File: config.mk
export PLATFORM = sky130hd
export DESIGN_NAME = can_bit_destuffer_flat
export DESIGN_NICKNAME = d
export VERILOG_FILES = /design/src/rtl/can_bit_destuffer_if.sv /design/src/rtl/can_bit_destuffer.sv /design/src/flat_wrapper.sv
export SDC_FILE = /design/constraint.sdc
export NUM_CORES = 1
export LEC_CHECK = 0
export CELL_PAD_IN_SITES_DETAIL_PLACEMENT = 2
export CELL_PAD_IN_SITES_GLOBAL_PLACEMENT = 2
export CORE_MARGIN = 3
export CORE_UTILIZATION = 31
export DETAILED_ROUTE_END_ITERATION = 7
export PLACE_DENSITY_LB_ADDON = 0.1
export SLEW_MARGIN = 20
export SYNTH_ARGS = -nofsm -noshare
export SYNTH_HDL_FRONTEND = slang
export SYNTH_SLANG_ARGS = --single-unit
File: constraint.sdc
create_clock -name clk -period 1.8 [get_ports clk]
set_clock_uncertainty 0.2 [all_clocks]
set_input_delay 0.18 -clock clk [delete_from_list [all_inputs] [get_ports clk]]
set_output_delay 0.18 -clock clk [all_outputs]
set_load 0.01 [all_outputs]
File: src/rtl/can_bit_destuffer_if.sv
// rtl/can_bit_destuffer_if.sv - CAN receive bit stream between SOF detector/parser and the destuffer
interface can_bit_destuffer_if;
  logic       can_rx;
  logic       sof_detect;
  logic       destuff_en;
  logic       frame_done;
  logic       rx_bit;
  logic       rx_bit_valid;
  logic [7:0] rx_bit_idx;
  logic       stuff_drop;
  logic       stuff_err;
  logic       busy;

  modport master (
    output can_rx, sof_detect, destuff_en, frame_done,
    input  rx_bit, rx_bit_valid, rx_bit_idx, stuff_drop, stuff_err, busy
  );

  modport slave (
    input  can_rx, sof_detect, destuff_en, frame_done,
    output rx_bit, rx_bit_valid, rx_bit_idx, stuff_drop, stuff_err, busy
  );
endinterface

File: src/rtl/can_bit_destuffer.sv
// rtl/can_bit_destuffer.sv - CAN bit timing, mid-bit sampling, resync and stuff-bit removal
module can_bit_destuffer #(
  parameter int clk_speed_MHz      = 100,
  parameter int can_bit_rate_Kbits = 1000
) (
  input  logic               clk,
  input  logic               rst_n,
  can_bit_destuffer_if.slave bus
);

  localparam int BIT_CLKS  = clk_speed_MHz * 1000 / can_bit_rate_Kbits;
  localparam int SAMPLE_PT = BIT_CLKS / 2;
  localparam int CNT_W     = $clog2(BIT_CLKS);

  localparam logic [CNT_W-1:0] CNT_ONE    = CNT_W'(1);
  localparam logic [CNT_W-1:0] CNT_LAST   = CNT_W'(BIT_CLKS - 1);
  localparam logic [CNT_W-1:0] CNT_SAMPLE = CNT_W'(SAMPLE_PT - 1);

  localparam logic [0:0] ST_IDLE = 1'b0;
  localparam logic [0:0] ST_RUN  = 1'b1;

  logic [0:0]       state_q, state_d;
  logic [CNT_W-1:0] bit_cnt_q, bit_cnt_d;
  logic             prev_rx_q, prev_rx_d;
  logic             last_bit_q, last_bit_d;
  logic [2:0]       run_len_q, run_len_d;
  logic [7:0]       bit_idx_q, bit_idx_d;
  logic             rx_bit_q, rx_bit_d;
  logic             rx_bit_valid_q, rx_bit_valid_d;
  logic [7:0]       rx_bit_idx_q, rx_bit_idx_d;
  logic             stuff_drop_q, stuff_drop_d;
  logic             stuff_err_q, stuff_err_d;
  logic             rx_fall;
  logic             deliver;

  assign rx_fall = prev_rx_q && !bus.can_rx;

  always_comb begin
    state_d        = state_q;
    bit_cnt_d      = bit_cnt_q;
    prev_rx_d      = bus.can_rx;
    last_bit_d     = last_bit_q;
    run_len_d      = run_len_q;
    bit_idx_d      = bit_idx_q;
    rx_bit_d       = rx_bit_q;
    rx_bit_idx_d   = rx_bit_idx_q;
    rx_bit_valid_d = 1'b0;
    stuff_drop_d   = 1'b0;
    stuff_err_d    = 1'b0;
    deliver        = 1'b0;

    case (state_q)
      ST_IDLE: begin
        // Count starts at 1 because the SOF pulse lags the bus edge by one clock.
        if (bus.sof_detect) begin
          state_d   = ST_RUN;
          bit_cnt_d = CNT_ONE;
          bit_idx_d = 8'd0;
          run_len_d = 3'd0;
        end
      end
      default: begin
        if (rx_fall) begin
          bit_cnt_d = CNT_ONE;
        end else if (bit_cnt_q == CNT_LAST) begin
          bit_cnt_d = '0;
        end else begin
          bit_cnt_d = bit_cnt_q + CNT_ONE;
        end

        // The sample decision uses the pre-resync count, so an edge on the sample clock still samples.
        if (bus.frame_done) begin
          state_d = ST_IDLE;
        end else if (bit_cnt_q == CNT_SAMPLE) begin
          if (!bus.destuff_en) begin
            deliver   = 1'b1;
            run_len_d = 3'd0;
          end else if (run_len_q == 3'd5) begin
            if (bus.can_rx != last_bit_q) begin
              stuff_drop_d = 1'b1;
              last_bit_d   = bus.can_rx;
              run_len_d    = 3'd1;
            end else begin
              stuff_err_d = 1'b1;
              state_d     = ST_IDLE;
            end
          end else begin
            deliver = 1'b1;
            if (bus.can_rx == last_bit_q) begin
              run_len_d = run_len_q + 3'd1;
            end else begin
              run_len_d  = 3'd1;
              last_bit_d = bus.can_rx;
            end
          end
        end
      end
    endcase

    if (deliver) begin
      rx_bit_valid_d = 1'b1;
      rx_bit_d       = bus.can_rx;
      rx_bit_idx_d   = bit_idx_q;
      if (bit_idx_q != 8'hFF) begin
        bit_idx_d = bit_idx_q + 8'd1;
      end
    end
  end

  always_ff @(posedge clk or negedge rst_n) begin
    if (!rst_n) begin
      state_q        <= ST_IDLE;
      bit_cnt_q      <= '0;
      prev_rx_q      <= 1'b1;
      last_bit_q     <= 1'b1;
      run_len_q      <= 3'd0;
      bit_idx_q      <= 8'd0;
      rx_bit_q       <= 1'b0;
      rx_bit_valid_q <= 1'b0;
      rx_bit_idx_q   <= 8'd0;
      stuff_drop_q   <= 1'b0;
      stuff_err_q    <= 1'b0;
    end else begin
      state_q        <= state_d;
      bit_cnt_q      <= bit_cnt_d;
      prev_rx_q      <= prev_rx_d;
      last_bit_q     <= last_bit_d;
      run_len_q      <= run_len_d;
      bit_idx_q      <= bit_idx_d;
      rx_bit_q       <= rx_bit_d;
      rx_bit_valid_q <= rx_bit_valid_d;
      rx_bit_idx_q   <= rx_bit_idx_d;
      stuff_drop_q   <= stuff_drop_d;
      stuff_err_q    <= stuff_err_d;
    end
  end

  assign bus.rx_bit       = rx_bit_q;
  assign bus.rx_bit_valid = rx_bit_valid_q;
  assign bus.rx_bit_idx   = rx_bit_idx_q;
  assign bus.stuff_drop   = stuff_drop_q;
  assign bus.stuff_err    = stuff_err_q;
  assign bus.busy         = (state_q == ST_RUN);

endmodule

File: src/flat_wrapper.sv
// flat-port wrapper written by rule: the top's interface ports become plain ports
module can_bit_destuffer_flat 
#(
  parameter int clk_speed_MHz      = 100,
  parameter int can_bit_rate_Kbits = 1000
)
  (clk, rst_n, bus_can_rx, bus_sof_detect, bus_destuff_en, bus_frame_done, bus_rx_bit, bus_rx_bit_valid, bus_rx_bit_idx, bus_stuff_drop, bus_stuff_err, bus_busy);
  can_bit_destuffer_if bus_i ();
  input  logic clk;
  input  logic rst_n;
  input wire logic [$bits(bus_i.can_rx)-1:0] bus_can_rx;
  input wire logic [$bits(bus_i.sof_detect)-1:0] bus_sof_detect;
  input wire logic [$bits(bus_i.destuff_en)-1:0] bus_destuff_en;
  input wire logic [$bits(bus_i.frame_done)-1:0] bus_frame_done;
  output wire logic [$bits(bus_i.rx_bit)-1:0] bus_rx_bit;
  output wire logic [$bits(bus_i.rx_bit_valid)-1:0] bus_rx_bit_valid;
  output wire logic [$bits(bus_i.rx_bit_idx)-1:0] bus_rx_bit_idx;
  output wire logic [$bits(bus_i.stuff_drop)-1:0] bus_stuff_drop;
  output wire logic [$bits(bus_i.stuff_err)-1:0] bus_stuff_err;
  output wire logic [$bits(bus_i.busy)-1:0] bus_busy;
  assign bus_i.can_rx = bus_can_rx;
  assign bus_i.sof_detect = bus_sof_detect;
  assign bus_i.destuff_en = bus_destuff_en;
  assign bus_i.frame_done = bus_frame_done;
  assign bus_rx_bit = bus_i.rx_bit;
  assign bus_rx_bit_valid = bus_i.rx_bit_valid;
  assign bus_rx_bit_idx = bus_i.rx_bit_idx;
  assign bus_stuff_drop = bus_i.stuff_drop;
  assign bus_stuff_err = bus_i.stuff_err;
  assign bus_busy = bus_i.busy;
  can_bit_destuffer #(.clk_speed_MHz(clk_speed_MHz), .can_bit_rate_Kbits(can_bit_rate_Kbits)) u_core (.clk(clk), .rst_n(rst_n), .bus(bus_i));
endmodule
* After elaboration in Yosys (flattened, before gate mapping)
Cells that the tools add are included.
** Storage, ports and cells
- Input port bits :: 6
- Word-level logic and storage cells :: 74
- Output and inout port bits :: 13
- Bits in registers :: 33
** Cells by class
- $add $sub $neg :: 3
- Multiplexer cells :: 43
- Reductions and logical operators :: 5
- Equality and inequality tests :: 11
- Bitwise gates (word level) :: 1
** Operators with widths (number)
- 8-bit two-way mux :: 4
- 7-bit two-way mux :: 4
- 1-bit two-way mux :: 27
- 3-bit two-way mux :: 8
- 8-bit by 1-bit adder with 8-bit output (second input constant) :: 1
- 8-bit != test (second input constant) :: 1
- 7-bit by 1-bit adder with 7-bit output (second input constant) :: 1
- 7-bit by 6-bit equality test with 1-bit output (second input constant) :: 1
- 7-bit equality test (second input constant) :: 1
- 2-bit != test (second input constant) :: 3
- 6-bit AND reduction :: 1
- 4-bit != test (second input constant) :: 1
- 4-bit AND reduction :: 1
- 3-bit by 1-bit adder with 3-bit output (second input constant) :: 1
- 3-bit equality test (second input constant) :: 1
- 2-bit by 1-bit != test with 1-bit output (second input constant) :: 1
- 2-bit nonzero test :: 1
- 1-bit equality test :: 1
- 1-bit logical AND :: 1
- 1-bit zero test :: 1
- 1-bit != test :: 1
- 1-bit NOT :: 1

* Longest topological paths before layout
- Depth after elaboration :: 7
- Depth in mapped cells :: 8
- Depth with buffers taken out :: 8

* Worst setup path before layout
No wires, ideal clock.
- Kind :: register -> register
- Start :: register u_core.bit_cnt_q[1]
- End :: register u_core.bit_idx_q[5]
- Arrival time :: 1.525 ns
- Cell stages (with the launch flop) :: 9
- Library setup time :: 0.079 ns
- Data required time :: 1.521 ns
- Path buffers :: 0
- Path slack :: -0.004 ns
- Clock period less this slack :: 1.804 ns
- Path through :: dfrtp_1 -> inv_1 -> ha_1 -> and4bb_4 -> nand3_4 -> clkinv_2 -> nand4_4 -> nor3_2 -> mux2i_1
** Between the ends
- Cells in the longest elaborated chain, start to end :: 5
** RTL lines
- start, declared :: line can_bit_destuffer.sv:23 : logic [CNT_W-1:0] bit_cnt_q, bit_cnt_d;
- start signal, assigned :: line can_bit_destuffer.sv:125 : bit_cnt_q <= bit_cnt_d;
- 7-bit by 6-bit equality test with 1-bit output :: line can_bit_destuffer.sv:74 : end else if (bit_cnt_q == CNT_SAMPLE) begin
- 1-bit two-way mux :: line can_bit_destuffer.sv:74
- 1-bit two-way mux :: line can_bit_destuffer.sv:72 : if (bus.frame_done) begin
- 1-bit two-way mux :: line can_bit_destuffer.sv:52 : case (state_q)
- 8-bit two-way mux :: line can_bit_destuffer.sv:100 : if (deliver) begin
- named net u_core.bit_idx_d[5] :: line can_bit_destuffer.sv:27 : logic [7:0] bit_idx_q, bit_idx_d;
- end signal, assigned :: line can_bit_destuffer.sv:129 : bit_idx_q <= bit_idx_d;
- end, declared :: line can_bit_destuffer.sv:27
The timed path passes the listed nets, and every way through them passes these cells.
A chain may end at the register's enable or synchronous reset.

* Final worst setup path
Same ends and word-level chain as after synthesis.

==> flow_results.org <==
** Route
- Routed wirelength normalized by instance count :: 19.2 um
- For this run, design rule violations remaining after detail routing come to 0.
- Total wire length after detailed routing :: 5.65 mm
- Iter 0 DRT Violations :: 56
- DRT antenna net count :: 0
- The routed layout has 1492 vias.
- Before antenna repair, the detailed router went through 2 iterations.
- Using the TritonRoute via totals, the vias-per-cell ratio works out to 5.06.

** Floorplan
- For this design the top-level I/O count stands at 19.
- In this run the horizontal extent of the chip is 78.8 um.
- Initial cell density of the core :: 0.335
- After floorplanning, the core was divided into 25 placement rows.
- The core region is 0.00491 sq mm.
- DIE HEIGHT :: 78.8 um
- Die outline area :: 0.00621 sq mm

** Clock network
- Clock slew seen by the registers of the worst setup and hold paths :: 0.08 ns
- Clk Latency, worst-skew pair :: 0.29 ns
- Clock sink count :: 33
- Number of buffers inserted during clock tree synthesis :: 5
- TritonCTS built the clock tree.
- CTS Root Cell :: clkbuf_8
- The clock passes through at most 2 buffers.
- The H-tree was split into 2 levels.
- Buffers inserted to repair hold after CTS numbered 0.

** Finish
- Final core area utilization :: 0.494
- The layout has 518 filler cells.
- Most frequent cells in the layout :: nand2_1 (45), buf_4 (35), dfrtp_1 (31), clkdlybuf4s50_1 (18), o21ai_0 (7)
- 0 antenna diodes ended up in the layout.
- The area growth from synthesis to layout is 47.6%.
- Number of nets in the layout :: 238
- Commonest non-fill, non-tap cell in the layout :: nand2_1
- Design Area, Final :: 0.00243 sq mm
- Share of final-layout standard cells stronger than drive strength 1 :: 0.329

** Synthesis
- A synthesized cell averages 9.61 sq um.
- Area share of the largest cell type after synthesis :: 0.472
- By area the synthesized netlist is led by dfrtp_1 (47%), nand2_1 (10%), ha_1 (3.8%).
- The number of nets in the synthesized netlist is 182.
- Counting every instance in the synthesized netlist gives 171.
- The Yosys step of the flow raised 0 warnings.
- Synth cell types :: 39
- Sequential fraction of the synthesis area :: 0.504
- In this run, synthesis produced a sequential element count of 33.
- The synthesized netlist occupies a cell area of 0.00164 sq mm.
- Most area-hungry cell type in the Yosys netlist :: dfrtp_1
- Share of flip-flops with an asynchronous set or reset after synthesis :: 1.00
- Most used flip-flop cell after synthesis :: dfrtp_1
- Yosys mapped a number of flops with a built-in enable equal to 0.

** Power
- Dividing total power by cell area gives a power density of 831 mW/mm^2.
- Clock Power Share :: 0.423
- Of the total power, the share spent switching nets is 0.251.
- IR analysis of the VDD net gives a maximum drop of 538 uV.
- Of the total power, registers draw 0.394.
- Summed over all cells, the static leakage comes to 0.00110 uW.
- The share of total power dissipated in combinational logic is 0.183.
- Switching power summed over all nets :: 507 uW
- The internal portion of the total power is 1510 uW.

** STA
- Final worst setup slack :: -0.0326 ns
- Max-slew headroom :: 0.708
- The count of final hold-check violations is 0.
- Derived from the worst setup path, the maximum achievable clock frequency is 0.546 GHz.
- Setup violations remaining at the end of the flow were counted as 1.
- Setup repair after global routing could not meet its margin everywhere.
- For the finished layout, the period the worst path requires is 1.83 ns.
- At the pin with the least slew margin, the transition time is 0.439 ns.
- In the finished design, the share of the clock period the worst path needs comes to 1.02.
- The number of max-slew violations in the final report was 0.

** Global route
- Global Route Usage Sum :: 0.189
- The number of global-route vias before repair was 1756.
- The first global-routing pass estimated 8.88 mm of wire.
- Total overflow reported by the global router :: 0
- Largest net degree at the start of global routing :: 34
- Antenna violations before repair :: 0

** Place
- In this run the tool buffered the top-level ports with 18 buffer cells.
- Post-DP Area :: 0.00213 sq mm
- Before CTS, the worst setup slack after placement is -0.185 ns.
- At the end of routability-driven placement, the weighted congestion stood at 0.777.
- Once detailed placement completed, the half-perimeter wirelength came to 3.78 mm.

** Critical path
- CP Data Arrival Time :: 1.85 ns
- The slowest stage of the critical path is the dfrtp_1 cell.
- Data required time at the worst endpoint :: 1.81 ns
- Reg2reg path depth :: 8
- Endpoint of the worst-slack reg-to-reg timing path :: u_core.bit_idx_q[5]
- Setup slack on the worst reg-to-reg path comes out at -0.03 ns.
- Ordered list of cells on the worst path :: inv_2 > ha_4 > and4bb_4 > nand3_4 > clkinv_2 > nand4_4 > nor3_4 > mux2i_1
- Peak per-stage delay on the critical path :: 0.40 ns
- Worst Setup End Kind :: register
- Startpoint of the lowest-slack register-to-register path :: u_core.bit_cnt_q[1]
- Category of the critical setup timing path :: register to register
- Of all nets on the critical path, the largest fanout is 4.
- STA classifies the critical path startpoint as a register.

** Status
- Violations in the final reports :: negative setup slack
- The run finished, with violations left.

** Min path
- Path category of the worst min-delay check :: primary input to asynchronous set/reset pin

** Run
- Max-cap violations in this run came to 0.
-- worst max-delay path by stage --
stage | startpoint | end | cells after the start
2_1_floorplan | u_core.bit_cnt_q[1] | u_core.bit_idx_q[5] | 8
3_3_place_gp | bus_frame_done | u_core.run_len_q[2] | 6
3_5_place_dp | bus_frame_done | u_core.run_len_q[2] | 6
4_1_cts | u_core.bit_cnt_q[1] | u_core.bit_idx_q[5] | 8
5_1_grt | u_core.bit_cnt_q[1] | u_core.bit_idx_q[5] | 8
6_report | u_core.bit_cnt_q[1] | u_core.bit_idx_q[5] | 8
-- cell families after synthesis --
kind of cell | share of synthesized area
AOI/OAI and AO/OA | 0.103
xor gates and xnor gates | 0.0373
adders and majority gates | 0.0381
buffers and inverters | 0.0342
DFF | 0.504
muxes | 0.0190
and+or+nand+nor | 0.264
-- power groups by stage --
stage / registers [uW] / clock network [uW] / logic [uW]
finish: 795 / 853 / 369
global route: 799 / 905 / 413
CTS: 794 / 863 / 351
detailed placement: 809 / 0 / 300
global placement: 805 / 0 / 280
floorplan: 813 / 0 / 124
-- critical path: cells and delay by family, from the launching register on --
| family | cells | cell delay (ns) |
|---|---|---|
| multiplexers | 1 | 0.21 |
| buffers and inverters | 2 | 0.17 |
| flip-flops | 1 | 0.40 |
| adder cells (fa/ha/maj) | 1 | 0.13 |
| AND/OR/NAND/NOR | 4 | 0.66 |
-- cells in the mapped netlist, types with 3 or more instances --
master	number
inv_1	6
xnor2_1	3
o21ai_0	10
nand3_1	6
nand4_1	3
a21oi_1	7
dfrtp_1	31
xor2_1	4
nor2_1	9
nand2_1	45
ha_1	5
-- sequential cells by signal (all words and copies together) (netlist names) --
signal,cells
u_core.prev_rx_q,1
u_core.bit_idx_q,8
u_core.bus.rx_bit_idx,8
u_core.bus.busy,1
u_core.bus.rx_bit,1
u_core.bus.stuff_err,1
u_core.bit_cnt_q,7
u_core.bus.stuff_drop,1
u_core.last_bit_q,1
u_core.bus.rx_bit_valid,1
u_core.run_len_q,3
-- area by class of cell --
class / count / area, sq um / area share
clock inverters: 3 / 65.1 / 0.0268
well taps: 67 / 83.8 / 0.0345
multi-input cells: 126 / 891 / 0.367
clock buffers: 5 / 68.8 / 0.0284
flip-flops and latches: 33 / 828 / 0.341
inverters: 7 / 27.5 / 0.0113
repair buffers: 54 / 463 / 0.191
-- metal layers --
metal	vias up	wire length, um	part of all wire	track usage
li1	696	-	-	-
met1	763	2150	0.38	0.194
met2	25	3260	0.58	0.374
met3	8	141	0.025	0.0306
met4	0	92	0.016	0.0773
met5	-	0	0	0
-- through the flow --
step / hold slack [ns] / power [uW] / setup TNS [ns] / instances
3_5_place_dp: 0.271 / 1110 / -1.33 / 283
3_3_place_gp: 0.262 / 1090 / -0.319 / 283
5_1_grt: 0.162 / 2120 / -0.500 / 295
2_1_floorplan: -0.316 / 937 / 0 / 171
4_1_cts: 0.118 / 2010 / 0 / 293
6_report: 0.0970 / 2020 / -0.0326 / 295
-- what timing repair did --
action,4_1_cts,5_1_grt
pin swaps,2,6
gates resized for setup,14,16
setup endpoints to repair,13,21
hold endpoints to repair,0,0
buffers inserted,3,2
No activity file was read; power rests on OpenSTA's default activity.
